<file path="src/rtl/pipe_ctrl_pkg.sv">
// Shared types and constants for the pipeline hazard controller.
package pipe_ctrl_pkg;

    localparam int unsigned REG_W           = 5;
    localparam int unsigned MEM_TIMEOUT_DEF = 64;

    localparam logic [1:0] FWD_RF   = 2'b00;
    localparam logic [1:0] FWD_EX   = 2'b01;
    localparam logic [1:0] FWD_MALU = 2'b10;
    localparam logic [1:0] FWD_MMEM = 2'b11;

    typedef enum logic {
        RUN,
        MWAIT
    } state_t;

    // A source matches a producer only if both sides are live and r0 is never involved.
    function automatic logic reg_hit(input logic [REG_W-1:0] src, input logic use_src,
                                     input logic wreg, input logic [REG_W-1:0] dst);
        return (src != '0) && use_src && wreg && (dst == src);
    endfunction

endpackage

</file>
<file path="src/rtl/pipe_hazard_detect.sv">
// Combinational RAW/load-use detection and forwarding select generation.
// PIPE_HAZARD_FWD_EN selects forwarding; otherwise every match interlocks.
module pipe_hazard_detect
    import pipe_ctrl_pkg::*;
(
    input  logic [REG_W-1:0] drs,
    input  logic [REG_W-1:0] drt,
    input  logic             duse_rs,
    input  logic             duse_rt,
    input  logic             ewreg,
    input  logic             em2reg,
    input  logic [REG_W-1:0] erd,
    input  logic             mwreg,
    input  logic             mm2reg,
    input  logic [REG_W-1:0] mrd,
    output logic [1:0]       fwda,
    output logic [1:0]       fwdb,
    output logic             stall_req
);

    logic ex_a;
    logic ex_b;
    logic mem_a;
    logic mem_b;

    assign ex_a  = reg_hit(drs, duse_rs, ewreg, erd);
    assign ex_b  = reg_hit(drt, duse_rt, ewreg, erd);
    assign mem_a = reg_hit(drs, duse_rs, mwreg, mrd);
    assign mem_b = reg_hit(drt, duse_rt, mwreg, mrd);

`ifdef PIPE_HAZARD_FWD_EN
    // Youngest producer wins; a load still in EX has no data yet and must stall.
    always_comb begin
        fwda      = FWD_RF;
        fwdb      = FWD_RF;
        stall_req = (ex_a || ex_b) && em2reg;
        if (ex_a) begin
            if (!em2reg) fwda = FWD_EX;
        end else if (mem_a) begin
            fwda = mm2reg ? FWD_MMEM : FWD_MALU;
        end
        if (ex_b) begin
            if (!em2reg) fwdb = FWD_EX;
        end else if (mem_b) begin
            fwdb = mm2reg ? FWD_MMEM : FWD_MALU;
        end
    end
`else
    logic unused_load_flags;
    assign unused_load_flags = em2reg ^ mm2reg;

    always_comb begin
        fwda      = FWD_RF;
        fwdb      = FWD_RF;
        stall_req = ex_a || ex_b || mem_a || mem_b;
    end
`endif

endmodule

</file>
<file path="src/rtl/pipe_hazard_ctrl.sv">
// Pipeline hazard controller: register enables/bubbles/flush, memory-wait FSM,
// timeout flag and event counters. Forwarding depends on PIPE_HAZARD_FWD_EN.
module pipe_hazard_ctrl
    import pipe_ctrl_pkg::*;
#(
    parameter int unsigned MEM_TIMEOUT = MEM_TIMEOUT_DEF,
    parameter int unsigned CNT_W       = 16
) (
    input  logic             clk,
    input  logic             rst,
    input  logic [REG_W-1:0] drs,
    input  logic [REG_W-1:0] drt,
    input  logic             duse_rs,
    input  logic             duse_rt,
    input  logic             dbranch_taken,
    input  logic             ewreg,
    input  logic             em2reg,
    input  logic [REG_W-1:0] erd,
    input  logic             mwreg,
    input  logic             mm2reg,
    input  logic [REG_W-1:0] mrd,
    input  logic             mmem_req,
    input  logic             dmem_ack,
    output logic             pc_en,
    output logic             ifid_en,
    output logic             idex_en,
    output logic             exmem_en,
    output logic             ifid_flush,
    output logic             idex_bubble,
    output logic             memwb_bubble,
    output logic [1:0]       fwda,
    output logic [1:0]       fwdb,
    output logic             mem_err,
    output logic [CNT_W-1:0] stall_cnt,
    output logic [CNT_W-1:0] flush_cnt
);

    localparam int unsigned      WAIT_W    = (MEM_TIMEOUT > 2) ? $clog2(MEM_TIMEOUT) : 1;
    localparam logic [WAIT_W-1:0] WAIT_LAST = WAIT_W'(MEM_TIMEOUT - 1);
    localparam logic [WAIT_W-1:0] WAIT_ARM  = WAIT_W'(MEM_TIMEOUT - 2);

    state_t            state;
    state_t            state_next;
    logic [WAIT_W-1:0] wait_cnt;
    logic              freeze;
    logic              stall_req;
    logic [1:0]        det_fwda;
    logic [1:0]        det_fwdb;

    pipe_hazard_detect u_detect (
        .drs       (drs),
        .drt       (drt),
        .duse_rs   (duse_rs),
        .duse_rt   (duse_rt),
        .ewreg     (ewreg),
        .em2reg    (em2reg),
        .erd       (erd),
        .mwreg     (mwreg),
        .mm2reg    (mm2reg),
        .mrd       (mrd),
        .fwda      (det_fwda),
        .fwdb      (det_fwdb),
        .stall_req (stall_req)
    );

    assign freeze = mmem_req && !dmem_ack;

    always_ff @(posedge clk or posedge rst) begin
        if (rst) begin
            state    <= RUN;
            wait_cnt <= '0;
            mem_err  <= 1'b0;
        end else begin
            state <= state_next;
            if (state_next == RUN) begin
                wait_cnt <= '0;
            end else if (state == MWAIT && freeze && wait_cnt != WAIT_LAST) begin
                wait_cnt <= wait_cnt + WAIT_W'(1);
            end
            // The RUN cycle that raised the request counts as the first waiting cycle.
            if (state == MWAIT && freeze && wait_cnt == WAIT_ARM) begin
                mem_err <= 1'b1;
            end
        end
    end

    always_comb begin
        state_next = state;
        case (state)
            RUN:     if (freeze) state_next = MWAIT;
            MWAIT:   if (dmem_ack) state_next = RUN;
            default: state_next = RUN;
        endcase
    end

    // Priority: reset > memory freeze > load-use stall > branch flush.
    always_comb begin
        pc_en        = 1'b1;
        ifid_en      = 1'b1;
        idex_en      = 1'b1;
        exmem_en     = 1'b1;
        ifid_flush   = 1'b0;
        idex_bubble  = 1'b0;
        memwb_bubble = 1'b0;
        fwda         = det_fwda;
        fwdb         = det_fwdb;
        if (rst) begin
            pc_en        = 1'b0;
            ifid_en      = 1'b0;
            idex_en      = 1'b0;
            exmem_en     = 1'b0;
            ifid_flush   = 1'b1;
            idex_bubble  = 1'b1;
            memwb_bubble = 1'b1;
            fwda         = FWD_RF;
            fwdb         = FWD_RF;
        end else if (freeze) begin
            pc_en        = 1'b0;
            ifid_en      = 1'b0;
            idex_en      = 1'b0;
            exmem_en     = 1'b0;
            memwb_bubble = 1'b1;
        end else if (stall_req) begin
            pc_en       = 1'b0;
            ifid_en     = 1'b0;
            idex_bubble = 1'b1;
        end else if (dbranch_taken) begin
            ifid_flush = 1'b1;
        end
    end

    // Saturating event counters.
    always_ff @(posedge clk or posedge rst) begin
        if (rst) begin
            stall_cnt <= '0;
            flush_cnt <= '0;
        end else begin
            if (!pc_en && stall_cnt != '1) stall_cnt <= stall_cnt + CNT_W'(1);
            if (ifid_flush && flush_cnt != '1) flush_cnt <= flush_cnt + CNT_W'(1);
        end
    end

endmodule
</file>
<file path="config.mk">
export PLATFORM = sky130hd
export DESIGN_NAME = pipe_hazard_ctrl
export DESIGN_NICKNAME = d
export VERILOG_FILES = /design/src/rtl/pipe_ctrl_pkg.sv /design/src/rtl/pipe_hazard_detect.sv /design/src/rtl/pipe_hazard_ctrl.sv
export SDC_FILE = /design/constraint.sdc
export NUM_CORES = 1
export LEC_CHECK = 0
export ABC_AREA = 0
export BUFFER_PORTS_ARGS = -buffer_cell sky130_fd_sc_hd__buf_2
export CAP_MARGIN = 5
export CORE_AREA = 2 2 68 70
export DETAILED_ROUTE_END_ITERATION = 8
export DIE_AREA = 0 0 70 72
export PLACE_DENSITY = 0.92
export SYNTH_ARGS = -nofsm -noshare
export SYNTH_HDL_FRONTEND = slang
export SYNTH_SLANG_ARGS = --single-unit
export TNS_END_PERCENT = 100
</file>
<file path="constraint.sdc">
create_clock -name clk -period 4.9 [get_ports clk]
set_input_delay 0.735 -clock clk [delete_from_list [all_inputs] [get_ports clk]]
set_output_delay 0.735 -clock clk [all_outputs]
set_load 0.02 [all_outputs]
</file>
==> run summary <==
The overall die area is 5040 sq um. The overflow left after global routing is 0. The sequential cell area is 1000 sq um. After detailed routing, the average wire length per cell comes to 14.6 microns. The Yosys step of the flow raised 0 warnings.

Sorting the synthesized cells by area gives the leading types as sky130_fd_sc_hd__dfrtp_1 (43%), sky130_fd_sc_hd__xor2_1 (11%), sky130_fd_sc_hd__xnor2_1 (8.3%). The number of search-and-repair iterations in the first detailed-routing pass is 4. The detail route stage leaves a number of antenna-violating nets equal to 0. The number of antenna diodes in the final layout is 0. The wire length of the first global-routing pass came out at 9.09 mm.

The buffer type at the clock tree root is sky130_fd_sc_hd__clkbuf_8. The number of CTS-inserted buffers came out at 5. The overall via count from detail_route came out at 1928. The critical path in this run is classified as in2out.

Summing the sequential cell areas from Yosys gives 43.1% of the chip area. The aggregate routed wire length came out at 5.17 mm. The headroom to the max-slew limit is 51.3%. Setup repair after global routing left no endpoint under its margin. The total instance count after detailed placement came out at 347.

The worst register-to-register path begins at stall_cnt[4]. TritonCTS built the clock tree. The reg-to-reg endpoint is stall_cnt[5]. The run finished with clean final reports.

The count of final hold-check violations is 0. The worst-case IR drop observed on VDD is 0.260 mV. The top cell types in the final layout, fill and taps aside, are sky130_fd_sc_hd__buf_2 (68), sky130_fd_sc_hd__dfrtp_1 (40), sky130_fd_sc_hd__xor2_1 (28), sky130_fd_sc_hd__nand2_1 (27), sky130_fd_sc_hd__xnor2_1 (22). The slew at the pin closest to its max-slew limit came out at 0.726 ns.

The max-cap violation count is 0. The initial antenna violation count came out at 0. The post-route netlist has 29.7% of its cells at a drive strength greater than 1. Counting every sink on the clock net gives 40. Each instance of the synthesized netlist takes up on average 10.1 sq um. The final weighted congestion in routability-driven placement came out at 0.888. After clock tree synthesis, the clock-pin slew on the worst setup and hold paths is 0.08 ns. In this run the power density over the cells is 366 nW/um^2.

The type of the worst min-delay path is in2async. The overall routing resource usage is 22.4%. The post-synthesis register bit count came out at 40. The worst setup path is launched from an input port.

The critical path data required time came out at 4.16 ns. Gates resized during post-CTS repair numbered 0. The layout net count is 337. On the final layout, the worst clock skew is 0.00558 ns. The via density per instance is 5.43. For the worst-skew pair, the clock arrives at the later sink with an insertion delay of 0.30 ns. The final standard cell count with taps included and fillers excluded came out at 355. The number of design rule violations left after detail routing came out at 0. The worst setup path is captured at a primary output. The y dimension of the die is 72 microns. The synthesized cell area is 2320 sq um. For this design the static power due to leakage is 1.40 nW. The fmax came out at 0.309 GHz. sky130_fd_sc_hd__dfrtp_1 takes more of the synthesized area than any other cell. The initial core utilization is 54.5%. For the final routed database, the setup TNS stands at 0 ns.

The number of instances in the synthesized netlist came out at 230. The maximum buffer depth of the clock tree came out at 2. The library cell used most frequently in the layout, excluding fill and tap cells, is sky130_fd_sc_hd__buf_2.

The number of H-tree levels is 2. After layout, the design draws a total of 1.02 mW. After legalization and detailed placement, the total HPWL measured 3.93 mm. The number of buffers inserted by hold repair at cts came out at 0. After the first detailed-routing iteration, the DRC count stood at 101. The share of the clock period used by the worst path after layout came out at 66.1%. The final count of negative-setup-slack endpoints came out at 0. The setup fix buffers added after clock tree synthesis is 0.

The core footprint came out at 4260 sq um. The total count of max-transition violations in the final report came out at 0. The cell row count came out at 24. The multi-input logic area came out at 1250 sq um. The total I/O pin count is 75.

The setup check on the worst reg-to-reg path leaves a slack of 2.77 ns. The top-area cell type share of the netlist area is 43.1%. The fill cell instance count of the final layout came out at 350.

The pin count of the biggest net entering global routing came out at 25. The maximum fanout along the worst path is 7. After layout, the minimum clock period comes to 3.24 ns. The horizontal die dimension is 70 microns.

The number of cells traversed by the worst register-to-register path came out at 8. The via count of the first global-routing pass is 2026. The area overhead of the layout relative to synthesis is 19.6%. The number of unique standard cell types used by synthesis is 43. The data arrival at the endpoint of the critical path came out at 2.51 ns. The count of input and output buffers came out at 68.
==> stage by stage <==
| stage | util (%) | instance area [sq um] | setup WS [ns] | hold slack (ns) |
|---|---|---|---|---|
| finish | 65.1 | 2780 | 1.66 | 0.471 |
| global route | 65.1 | 2780 | 1.53 | 0.516 |
| CTS | 65.1 | 2780 | 1.67 | 0.491 |
| detailed placement | 63.1 | 2690 | 1.67 | 0.475 |
| global placement | 63.1 | 2690 | 1.68 | 0.448 |
| floorplan | - | 2330 | 1.28 | 0.531 |
==> where the power goes <==
group          total, mW  switching, mW  internal [mW]
clock              0.219          0.120         0.0992
sequential         0.463         0.0742          0.389
combinational      0.334          0.207          0.128
==> kinds of logic (layout without fill, tap and decap cells) <==
kind of cell	count (synthesis)	in the layout	synth area share, %
flops	40	40	43.1
compound gates	22	22	8.94
buf+inv	14	84	3.56
xor+xnor	50	50	18.9
simple gates	97	97	22.3
mux	2	2	0.970
fa+ha+maj	4	4	2.16
other cells	1	4	0.161
==> sequential cells by signal (all words and copies together) (netlist names) <==
name and count:
state 1, flush_cnt 16, wait_cnt 6, stall_cnt 16, mem_err 1
==> synthesized netlist by cell type <==
master	number
sky130_fd_sc_hd__a2111oi_0	1
sky130_fd_sc_hd__a211oi_1	1
sky130_fd_sc_hd__a21oi_1	6
sky130_fd_sc_hd__a21oi_2	1
sky130_fd_sc_hd__a22o_4	1
sky130_fd_sc_hd__a311oi_4	1
sky130_fd_sc_hd__a31oi_1	3
sky130_fd_sc_hd__a41o_1	1
sky130_fd_sc_hd__and2_1	1
sky130_fd_sc_hd__and3_1	4
sky130_fd_sc_hd__and4_1	3
sky130_fd_sc_hd__and4b_1	1
sky130_fd_sc_hd__buf_4	6
sky130_fd_sc_hd__buf_6	1
sky130_fd_sc_hd__conb_1	1
sky130_fd_sc_hd__dfrtp_1	40
sky130_fd_sc_hd__ha_1	4
sky130_fd_sc_hd__inv_1	7
sky130_fd_sc_hd__mux2_1	1
sky130_fd_sc_hd__mux2_2	1
sky130_fd_sc_hd__nand2_1	27
sky130_fd_sc_hd__nand2_4	1
sky130_fd_sc_hd__nand2b_1	1
sky130_fd_sc_hd__nand3_1	16
sky130_fd_sc_hd__nand4_1	7
sky130_fd_sc_hd__nor2_1	13
sky130_fd_sc_hd__nor2b_1	2
sky130_fd_sc_hd__nor3_1	8
sky130_fd_sc_hd__nor3_2	1
sky130_fd_sc_hd__nor3_4	1
sky130_fd_sc_hd__nor4_1	4
sky130_fd_sc_hd__o21ai_0	1
sky130_fd_sc_hd__o21ai_2	2
sky130_fd_sc_hd__o21bai_1	1
sky130_fd_sc_hd__o22ai_2	1
sky130_fd_sc_hd__o32a_1	1
sky130_fd_sc_hd__o32ai_4	1
sky130_fd_sc_hd__or2_2	1
sky130_fd_sc_hd__or3_1	1
sky130_fd_sc_hd__or4_1	4
sky130_fd_sc_hd__or4_4	1
sky130_fd_sc_hd__xnor2_1	22
sky130_fd_sc_hd__xor2_1	28
==> cell type report <==
cell class / instances / area share, %
clock buffers: 5 / 2.48
clock inverters: 3 / 0.676
inverters: 7 / 0.946
multi-input cells: 179 / 45.0
flip-flops and latches: 40 / 36.0
well taps: 52 / 2.34
repair buffers: 69 / 12.5
==> worst max-delay path, stage by stage <==
cell	delay (ns)
sky130_fd_sc_hd__buf_2	0.12
sky130_fd_sc_hd__or4_1	0.55
sky130_fd_sc_hd__o21ai_2	0.17
sky130_fd_sc_hd__or4_4	0.16
sky130_fd_sc_hd__a21oi_2	0.06
sky130_fd_sc_hd__a311oi_4	0.44
sky130_fd_sc_hd__buf_2	0.26
==> worst max path at each step <==
stage	startpoint	end	slack, ns	cells after the start
after detailed placement	drt[0]	ifid_flush	1.67	7
after floorplan	rst	pc_en	1.28	4
final	drt[0]	ifid_flush	1.66	7
after global placement	drs[1]	ifid_flush	1.68	7
after global routing	rst	ifid_flush	1.53	6
after CTS	drt[0]	ifid_flush	1.67	7
==> per-layer routing <==
| metal | up-vias | global-route usage, % | wire length [microns] |
|---|---|---|---|
| li1 | 935 | - | - |
| met1 | 934 | 26.8 | 2150 |
| met2 | 48 | 39.6 | 2700 |
| met3 | 11 | 4.31 | 215 |
| met4 | 0 | 10.0 | 105 |
| met5 | - | 0 | 0 |
(Power assumes the default switching activity.)
